<file path="src/rtl/diff_patgen_pkg.sv">
// Shared types and constants for the differential-output pattern generator.
package diff_patgen_pkg;

  typedef enum logic [1:0] {
    MODE_HIGH   = 2'd0,
    MODE_TOGGLE = 2'd1,
    MODE_PRBS   = 2'd2,
    MODE_COUNT  = 2'd3
  } mode_e;

  typedef enum logic [1:0] {
    StIdle,
    StPreamble,
    StRun
  } state_e;

  localparam logic [7:0] PREAMBLE  = 8'hAA;
  localparam logic [6:0] PRBS_SEED = 7'h7F;

  // PRBS7 step: shift left, feed back bit6 ^ bit5.
  function automatic logic [6:0] prbs7_next(input logic [6:0] s);
    return {s[5:0], s[6] ^ s[5]};
  endfunction

endpackage

</file>
<file path="src/rtl/sw_debounce.sv">
// Two-flop synchronizer followed by a per-bit debouncer for raw board switches.
// A bit's stable value follows its synchronized input only after the input has
// held a new value for DEBOUNCE_CYCLES consecutive cycles.
module sw_debounce #(
  parameter int unsigned WIDTH           = 3,
  parameter int unsigned DEBOUNCE_CYCLES = 1000000
) (
  input  logic             clk,
  input  logic             rst,
  input  logic [WIDTH-1:0] raw,
  output logic [WIDTH-1:0] stable
);

  localparam int unsigned   CntW   = $clog2(DEBOUNCE_CYCLES + 1);
  localparam logic [CntW-1:0] CntMax = CntW'(DEBOUNCE_CYCLES - 1);

  logic [WIDTH-1:0] meta_q, sync_q, stable_q;
  logic [CntW-1:0]  cnt_q [WIDTH];

  // Two-flop synchronizer for the asynchronous switch inputs.
  always_ff @(posedge clk) begin
    if (rst) begin
      meta_q <= '0;
      sync_q <= '0;
    end else begin
      meta_q <= raw;
      sync_q <= meta_q;
    end
  end

  // Count cycles the synchronized bit differs from the accepted value; any return clears it.
  always_ff @(posedge clk) begin
    if (rst) begin
      stable_q <= '0;
      for (int i = 0; i < WIDTH; i++) cnt_q[i] <= '0;
    end else begin
      for (int i = 0; i < WIDTH; i++) begin
        if (sync_q[i] == stable_q[i]) begin
          cnt_q[i] <= '0;
        end else if (cnt_q[i] == CntMax) begin
          stable_q[i] <= sync_q[i];
          cnt_q[i]    <= '0;
        end else begin
          cnt_q[i] <= cnt_q[i] + CntW'(1);
        end
      end
    end
  end

  assign stable = stable_q;

endmodule

</file>
<file path="src/rtl/diff_out_pattern_gen.sv">
// Serial test-pattern generator driving a differential output buffer.
// Sends an 0xAA preamble, then a mode-selected pattern (high, toggle, PRBS7, byte counter).
// Optional build macro: DIFF_PATGEN_PRBS_EN includes the PRBS7 LFSR; without it mode 2
// behaves exactly like the toggle mode.
module diff_out_pattern_gen
  import diff_patgen_pkg::*;
#(
  parameter int unsigned CLK_DIV         = 100,
  parameter int unsigned DEBOUNCE_CYCLES = 1000000
) (
  input  logic       clk,
  input  logic       rst,
  input  logic       sw_en,
  input  logic [1:0] sw_mode,
  output logic       tx_data,
  output logic       tx_active
);

  localparam int unsigned     DivW   = $clog2(CLK_DIV);
  localparam logic [DivW-1:0] DivMax = DivW'(CLK_DIV - 1);

  logic [2:0]      db;
  logic            en_db;
  mode_e           mode_db;
  state_e          state_q, state_d;
  logic [DivW-1:0] div_q;
  logic [2:0]      bit_cnt_q;
  logic            tog_q;
  logic [7:0]      byte_q;
  mode_e           mode_q;
  logic            tx_data_q, tx_active_q;
  logic            bit_tick, start, pat_bit;
`ifdef DIFF_PATGEN_PRBS_EN
  logic [6:0]      lfsr_q;
`endif

  sw_debounce #(
    .WIDTH          (3),
    .DEBOUNCE_CYCLES(DEBOUNCE_CYCLES)
  ) u_sw_debounce (
    .clk   (clk),
    .rst   (rst),
    .raw   ({sw_mode, sw_en}),
    .stable(db)
  );

  assign en_db    = db[0];
  assign mode_db  = mode_e'(db[2:1]);
  assign bit_tick = (div_q == DivMax);
  // Covers both IDLE->PREAMBLE and the mode-change restart RUN->PREAMBLE.
  assign start    = (state_d == StPreamble) && (state_q != StPreamble);

  // FSM state register.
  always_ff @(posedge clk) begin
    if (rst) state_q <= StIdle;
    else     state_q <= state_d;
  end

  // FSM next-state: enable drop aborts from any state without finishing the bit.
  always_comb begin
    state_d = state_q;
    unique case (state_q)
      StIdle:     if (en_db) state_d = StPreamble;
      StPreamble: begin
        if (!en_db)                             state_d = StIdle;
        else if (bit_tick && bit_cnt_q == 3'd7) state_d = StRun;
      end
      StRun: begin
        if (!en_db)                  state_d = StIdle;
        else if (mode_db != mode_q)  state_d = StPreamble;
      end
      default:    state_d = StIdle;
    endcase
  end

  // Bit timing and pattern state; pattern only advances on bit_tick while in RUN.
  always_ff @(posedge clk) begin
    if (rst) begin
      div_q     <= '0;
      bit_cnt_q <= '0;
      tog_q     <= 1'b0;
      byte_q    <= '0;
      mode_q    <= MODE_HIGH;
`ifdef DIFF_PATGEN_PRBS_EN
      lfsr_q    <= PRBS_SEED;
`endif
    end else if (start) begin
      div_q     <= '0;
      bit_cnt_q <= '0;
      tog_q     <= 1'b1;
      byte_q    <= '0;
      mode_q    <= mode_db;
`ifdef DIFF_PATGEN_PRBS_EN
      lfsr_q    <= PRBS_SEED;
`endif
    end else if (state_q != StIdle) begin
      div_q <= bit_tick ? '0 : div_q + DivW'(1);
      if (bit_tick) begin
        bit_cnt_q <= bit_cnt_q + 3'd1;
        if (state_q == StRun) begin
          tog_q <= ~tog_q;
          if (bit_cnt_q == 3'd7) byte_q <= byte_q + 8'd1;
`ifdef DIFF_PATGEN_PRBS_EN
          lfsr_q <= prbs7_next(lfsr_q);
`endif
        end
      end
    end
  end

  // Select the bit to register onto tx_data; MSB first where bytes are serialized.
  always_comb begin
    pat_bit = 1'b0;
    unique case (state_q)
      StPreamble: pat_bit = PREAMBLE[~bit_cnt_q];
      StRun: begin
        unique case (mode_q)
          MODE_HIGH:   pat_bit = 1'b1;
          MODE_TOGGLE: pat_bit = tog_q;
`ifdef DIFF_PATGEN_PRBS_EN
          MODE_PRBS:   pat_bit = lfsr_q[6];
`else
          MODE_PRBS:   pat_bit = tog_q;
`endif
          MODE_COUNT:  pat_bit = byte_q[~bit_cnt_q];
          default:     pat_bit = 1'b0;
        endcase
      end
      default:    pat_bit = 1'b0;
    endcase
  end

  // Registered outputs, one cycle behind the FSM state.
  always_ff @(posedge clk) begin
    if (rst) begin
      tx_data_q   <= 1'b0;
      tx_active_q <= 1'b0;
    end else begin
      tx_data_q   <= pat_bit;
      tx_active_q <= (state_q != StIdle);
    end
  end

  assign tx_data   = tx_data_q;
  assign tx_active = tx_active_q;

endmodule

</file>
<file path="config.mk">
export PLATFORM = sky130hd
export DESIGN_NAME = diff_out_pattern_gen
export DESIGN_NICKNAME = d
export VERILOG_FILES = /design/src/rtl/diff_patgen_pkg.sv /design/src/rtl/sw_debounce.sv /design/src/rtl/diff_out_pattern_gen.sv
export SDC_FILE = /design/constraint.sdc
export NUM_CORES = 1
export LEC_CHECK = 0
export ABC_AREA = 0
export CORE_ASPECT_RATIO = 1.1
export CORE_MARGIN = 3
export CORE_UTILIZATION = 49
export CTS_BUF_LIST = sky130_fd_sc_hd__clkbuf_16
export DETAILED_ROUTE_END_ITERATION = 7
export MAX_ROUTING_LAYER = met4
export PLACE_DENSITY = 0.73
export SLEW_MARGIN = 10
export SYNTH_ARGS = -nofsm -noshare
export SYNTH_HDL_FRONTEND = slang
export SYNTH_HIERARCHICAL = 1
export SYNTH_SLANG_ARGS = --single-unit
</file>
<file path="constraint.sdc">
create_clock -name clk -period 2.61 [get_ports clk]
set_input_delay 0.261 -clock clk [delete_from_list [all_inputs] [get_ports clk]]
set_output_delay 0.261 -clock clk [all_outputs]
set_load 0.02 [all_outputs]
</file>
==> results of run 1 <==
[layout by cell type, fill, tap and decap left out, types with 3 or more instances in the layout]
| master | count |
|---|---|
| edfxtp_1 | 60 |
| xnor2_1 | 31 |
| nand2_1 | 31 |
| and4_1 | 3 |
| or4_1 | 11 |
| nor2_1 | 66 |
| clkdlybuf4s50_1 | 6 |
| clkbuf_16 | 9 |
| mux2i_1 | 4 |
| buf_4 | 5 |
| or3_1 | 13 |
| nand4_1 | 14 |
| and2_1 | 3 |
| o21ai_0 | 16 |
| a21oi_1 | 29 |
| inv_1 | 22 |
| nor4_1 | 11 |
| conb_1 | 60 |
| mux2_2 | 3 |
| nand3_1 | 30 |
| o31ai_1 | 11 |
| nor4b_1 | 3 |
| nor2b_1 | 7 |
| ha_1 | 13 |
| dfxtp_1 | 34 |
| nor3_1 | 9 |
| xor2_1 | 20 |
| and3_1 | 6 |
[final cells by class]
type                            count  area share
Clock inverter                      7     0.00621
Timing Repair Buffer               12      0.0208
Sequential cell                    94       0.440
Multi-Input combinational cell    428       0.455
Inverter                           19      0.0126
Clock buffer                        9      0.0399
Tap cell                          117      0.0259
[routing by layer]
metal  wire [µm]  up-vias
met5           0        -
met4         138        0
met3         256       12
met2        4350       54
met1        4060     1695
li1            -     1887
[metrics by stage]
stage	total power, mW	cell area [µm²]	hold WS (ps)	setup WS (ps)
floorplan	1.77	5190	328	563
global placement	1.80	5370	431	356
detailed placement	1.81	5370	433	213
CTS	2.96	5630	447	212
global route	3.06	5650	460	129
finish	2.94	5650	444	299
[repair_timing]
action | CTS | global route
buffers inserted | 0 | 1
endpoints found under the hold margin | 0 | 0
endpoints found under the setup margin | 0 | 18
[cell usage after synthesis (2+ instances only)]
library cell and count:
a21oi_1 29, and2_1 3, and3_1 6, and4_1 3
buf_2 5, buf_6 2, clkbuf_1 5, dfxtp_1 34
edfxtp_1 60, ha_1 13, inv_1 19, mux2_2 3
mux2i_1 4, nand2_1 31, nand3_1 30, nand3b_1 2
nand4_1 14, nor2_1 66, nor2b_1 7, nor3_1 9
nor3b_1 2, nor4_1 11, nor4b_1 3, nor4bb_1 2
o21ai_0 17, o31ai_1 11, or3_1 13, or3_2 2
or4_1 11, xnor2_1 31, xor2_1 20
[worst max-delay path: cells and delay by family (launching register included)]
kind,cells,cell delay [ps]
buffers and inverters,1,110
DFF,1,440
and+or+nand+nor,4,1130
xor gates and xnor gates,1,160
adders and majority gates,1,360
[power by group through the flow]
stage	logic (mW)	registers [mW]	clock network, mW
2_1_floorplan	0.0818	1.69	0
3_3_place_gp	0.100	1.70	0
3_5_place_dp	0.102	1.70	0
4_1_cts	0.103	1.67	1.19
5_1_grt	0.128	1.68	1.26
6_report	0.109	1.67	1.16
[path summary, 6_finish.rpt]
check	startpoint	to	slack [ps]	depth (start not counted)
worst max-delay path	state_q[0]	byte_q[6]	300	7
worst min-delay path	u_sw_debounce/meta_q[1]	u_sw_debounce/sync_q[1]	440	1
worst max register to register	state_q[0]	byte_q[6]	300	7
worst min register to register	u_sw_debounce/meta_q[1]	u_sw_debounce/sync_q[1]	440	1
[sequential cells by signal, summed over array words and instances, names as in the netlist]
register / cells
u_sw_debounce/cnt_q: 60
byte_q: 8
div_q: 7
bit_cnt_q: 3
u_sw_debounce/meta_q: 3
u_sw_debounce/stable: 3
u_sw_debounce/sync_q: 3
mode_q: 2
state_q: 2
tog_q: 1
tx_active: 1
tx_data: 1
[logic make-up after synthesis]
family	share of synthesized area
flip-flops	0.500
buffers and inverters	0.0277
adder cells (fa/ha/maj)	0.0328
AND/OR/NAND/NOR	0.243
multiplexers	0.0194
other	0.000755
XOR/XNOR	0.0899
AO/OA/AOI/OAI	0.0864
==> flow_summary_export.csv, run 1 <==
group,metric,value,unit
outcome,status,"completed",
global_routing,grt.overflow.total,0,
setup_path,startpoint_type,"flip-flop",
logic_synthesis,synthDominantCellAreaShare,0.363,
cells_and_area,nNetsFinal,582,
sta,finalMaxSlewViolations,0,
sta,final-hold-violation-count,0,
setup_path,critPathMaxStageDelay,580,ps
run,cap_viol_max_count,0,
logic_synthesis,ys_types,57,
placed_design,gp_congestion,0.792,
sta,fin_skew,6.58,ps
cells_and_area,area_growth,13.7,%
power,ir_drop,0.313,mV
cells_and_area,final_cells,686,
drt,drc,0,
global_routing,grt_use_met1,0.219,
sta,finalCriticalPeriod,2310,ps
setup_path,worst_path_max_delay_cell,"nor3_1",
sta,setup_viol,0,
sta,relSlewSlack,0.491,
cells_and_area,register_area,2480,µm²
placed_design,dp.cells,669,
global_routing,grtUsageMet2,0.280,
cells_and_area,final_layout_size_suffix_gt1_frac,0.0633,
power,swShare,0.218,
logic_synthesis,synth_top_flop_cell,"edfxtp_1",
clocking,cts_buffers,9,
logic_synthesis,ys_seq_elements,94,
sta,worst_pin_slew,757,ps
clocking,ctsRootBufferMaster,"clkbuf_16",
logic_synthesis,yosys_warnings,6,
cells_and_area,antenna_cells,0,
logic_synthesis,synth_top_area_cell,"edfxtp_1",
global_routing,grt_use_met3,0.0357,
clocking,postCtsHoldBufs,0,
global_routing,grt_use_total,0.176,
clocking,clk_path_buf_depth,2,
clocking,htreeDepth,3,
global_routing,grt_pass1_wl,16.0,mm
clocking,clock_latency,340,ps
die,initial_utilization,0.516,
die,num_io_pins,7,
global_routing,grt_pass1_vias,3687,
drt,ant_nets,0,
die,die_x,102,µm
setup_path,arrival,2540,ps
global_routing,grt_antenna_before_repair,0,
drt,vias_per_cell,5.32,
die,dieHeight,112,µm
power,power.leakage,1.92,nW
placed_design,io_buffers,6,
drt,wl_per_cell,12.8,µm
logic_synthesis,ys_async_sr_fraction,0,
clocking,cts_resized,0,
die,fp-row-count,37,
sta,rsz0062_at_grt,"no",
sta,period_share,0.885,
logic_synthesis,synthCells,494,
logic_synthesis,synth_area_per_cell,10.1,µm²
power,p_sw,0.643,mW
clocking,clk_pin_slew_worst_paths,60,ps
setup_path,cp.required,2840,ps
power,cellPowerDensity,521,nW/µm²
setup_path,cp-end-kind,"flip-flop",
sta,tns,0,ps
setup_path,path_class,"flip-flop to flip-flop",
drt,wl,8.81,mm
power,p_int,2.30,mW
global_routing,grt_max_degree,21,
setup_path,crit_chain,"inv_1 -> ha_1 -> nand3b_1 -> nor3_1 -> nand4_1 -> xor2_1 -> nor2_1",
cells_and_area,multi_input_comb_area,2570,µm²
hold_path,hold_path.class,"flip-flop to flip-flop",
die,core_area,9630,µm²
placed_design,post-dp-hpwl,6.23,mm
power,p_seq_frac,0.568,
power,pwr-share-comb,0.037,
logic_synthesis,synth_edf_count,60,
drt,dr.pass1.iters,7,
drt,drt-initial-drc-count,236,
sta,fmax,0.433,GHz
clocking,cts_tree,"done",
cells_and_area,fillCellCount,872,
die,dieArea,11400,µm²
cells_and_area,utilization,0.586,
power,clkPwrFrac,0.395,
setup_path,cp_max_fo,13,
drt,vias,3648,
logic_synthesis,yosysSeqAreaShare,0.500,
global_routing,gr-max-usage-layer,"met2",
logic_synthesis,syn_area,4970,µm²
logic_synthesis,ys_top_cells_by_area,"edfxtp_1, dfxtp_1, xnor2_1",
clocking,numClockSinks,94,
Note: power is estimated with default switching activity, not from simulation.
==> run 2: changes to the inputs <==
--- a/config.mk
+++ b/config.mk
@@ -13,7 +13,7 @@
 export DETAILED_ROUTE_END_ITERATION = 7
 export MAX_ROUTING_LAYER = met4
 export PLACE_DENSITY = 0.73
-export SLEW_MARGIN = 10
+export SLEW_MARGIN = 20
 export SYNTH_ARGS = -nofsm -noshare
 export SYNTH_HDL_FRONTEND = slang
 export SYNTH_HIERARCHICAL = 1
==> results of run 2 <==
The final DEF is identical to that of run 1; final timing and power are the same.
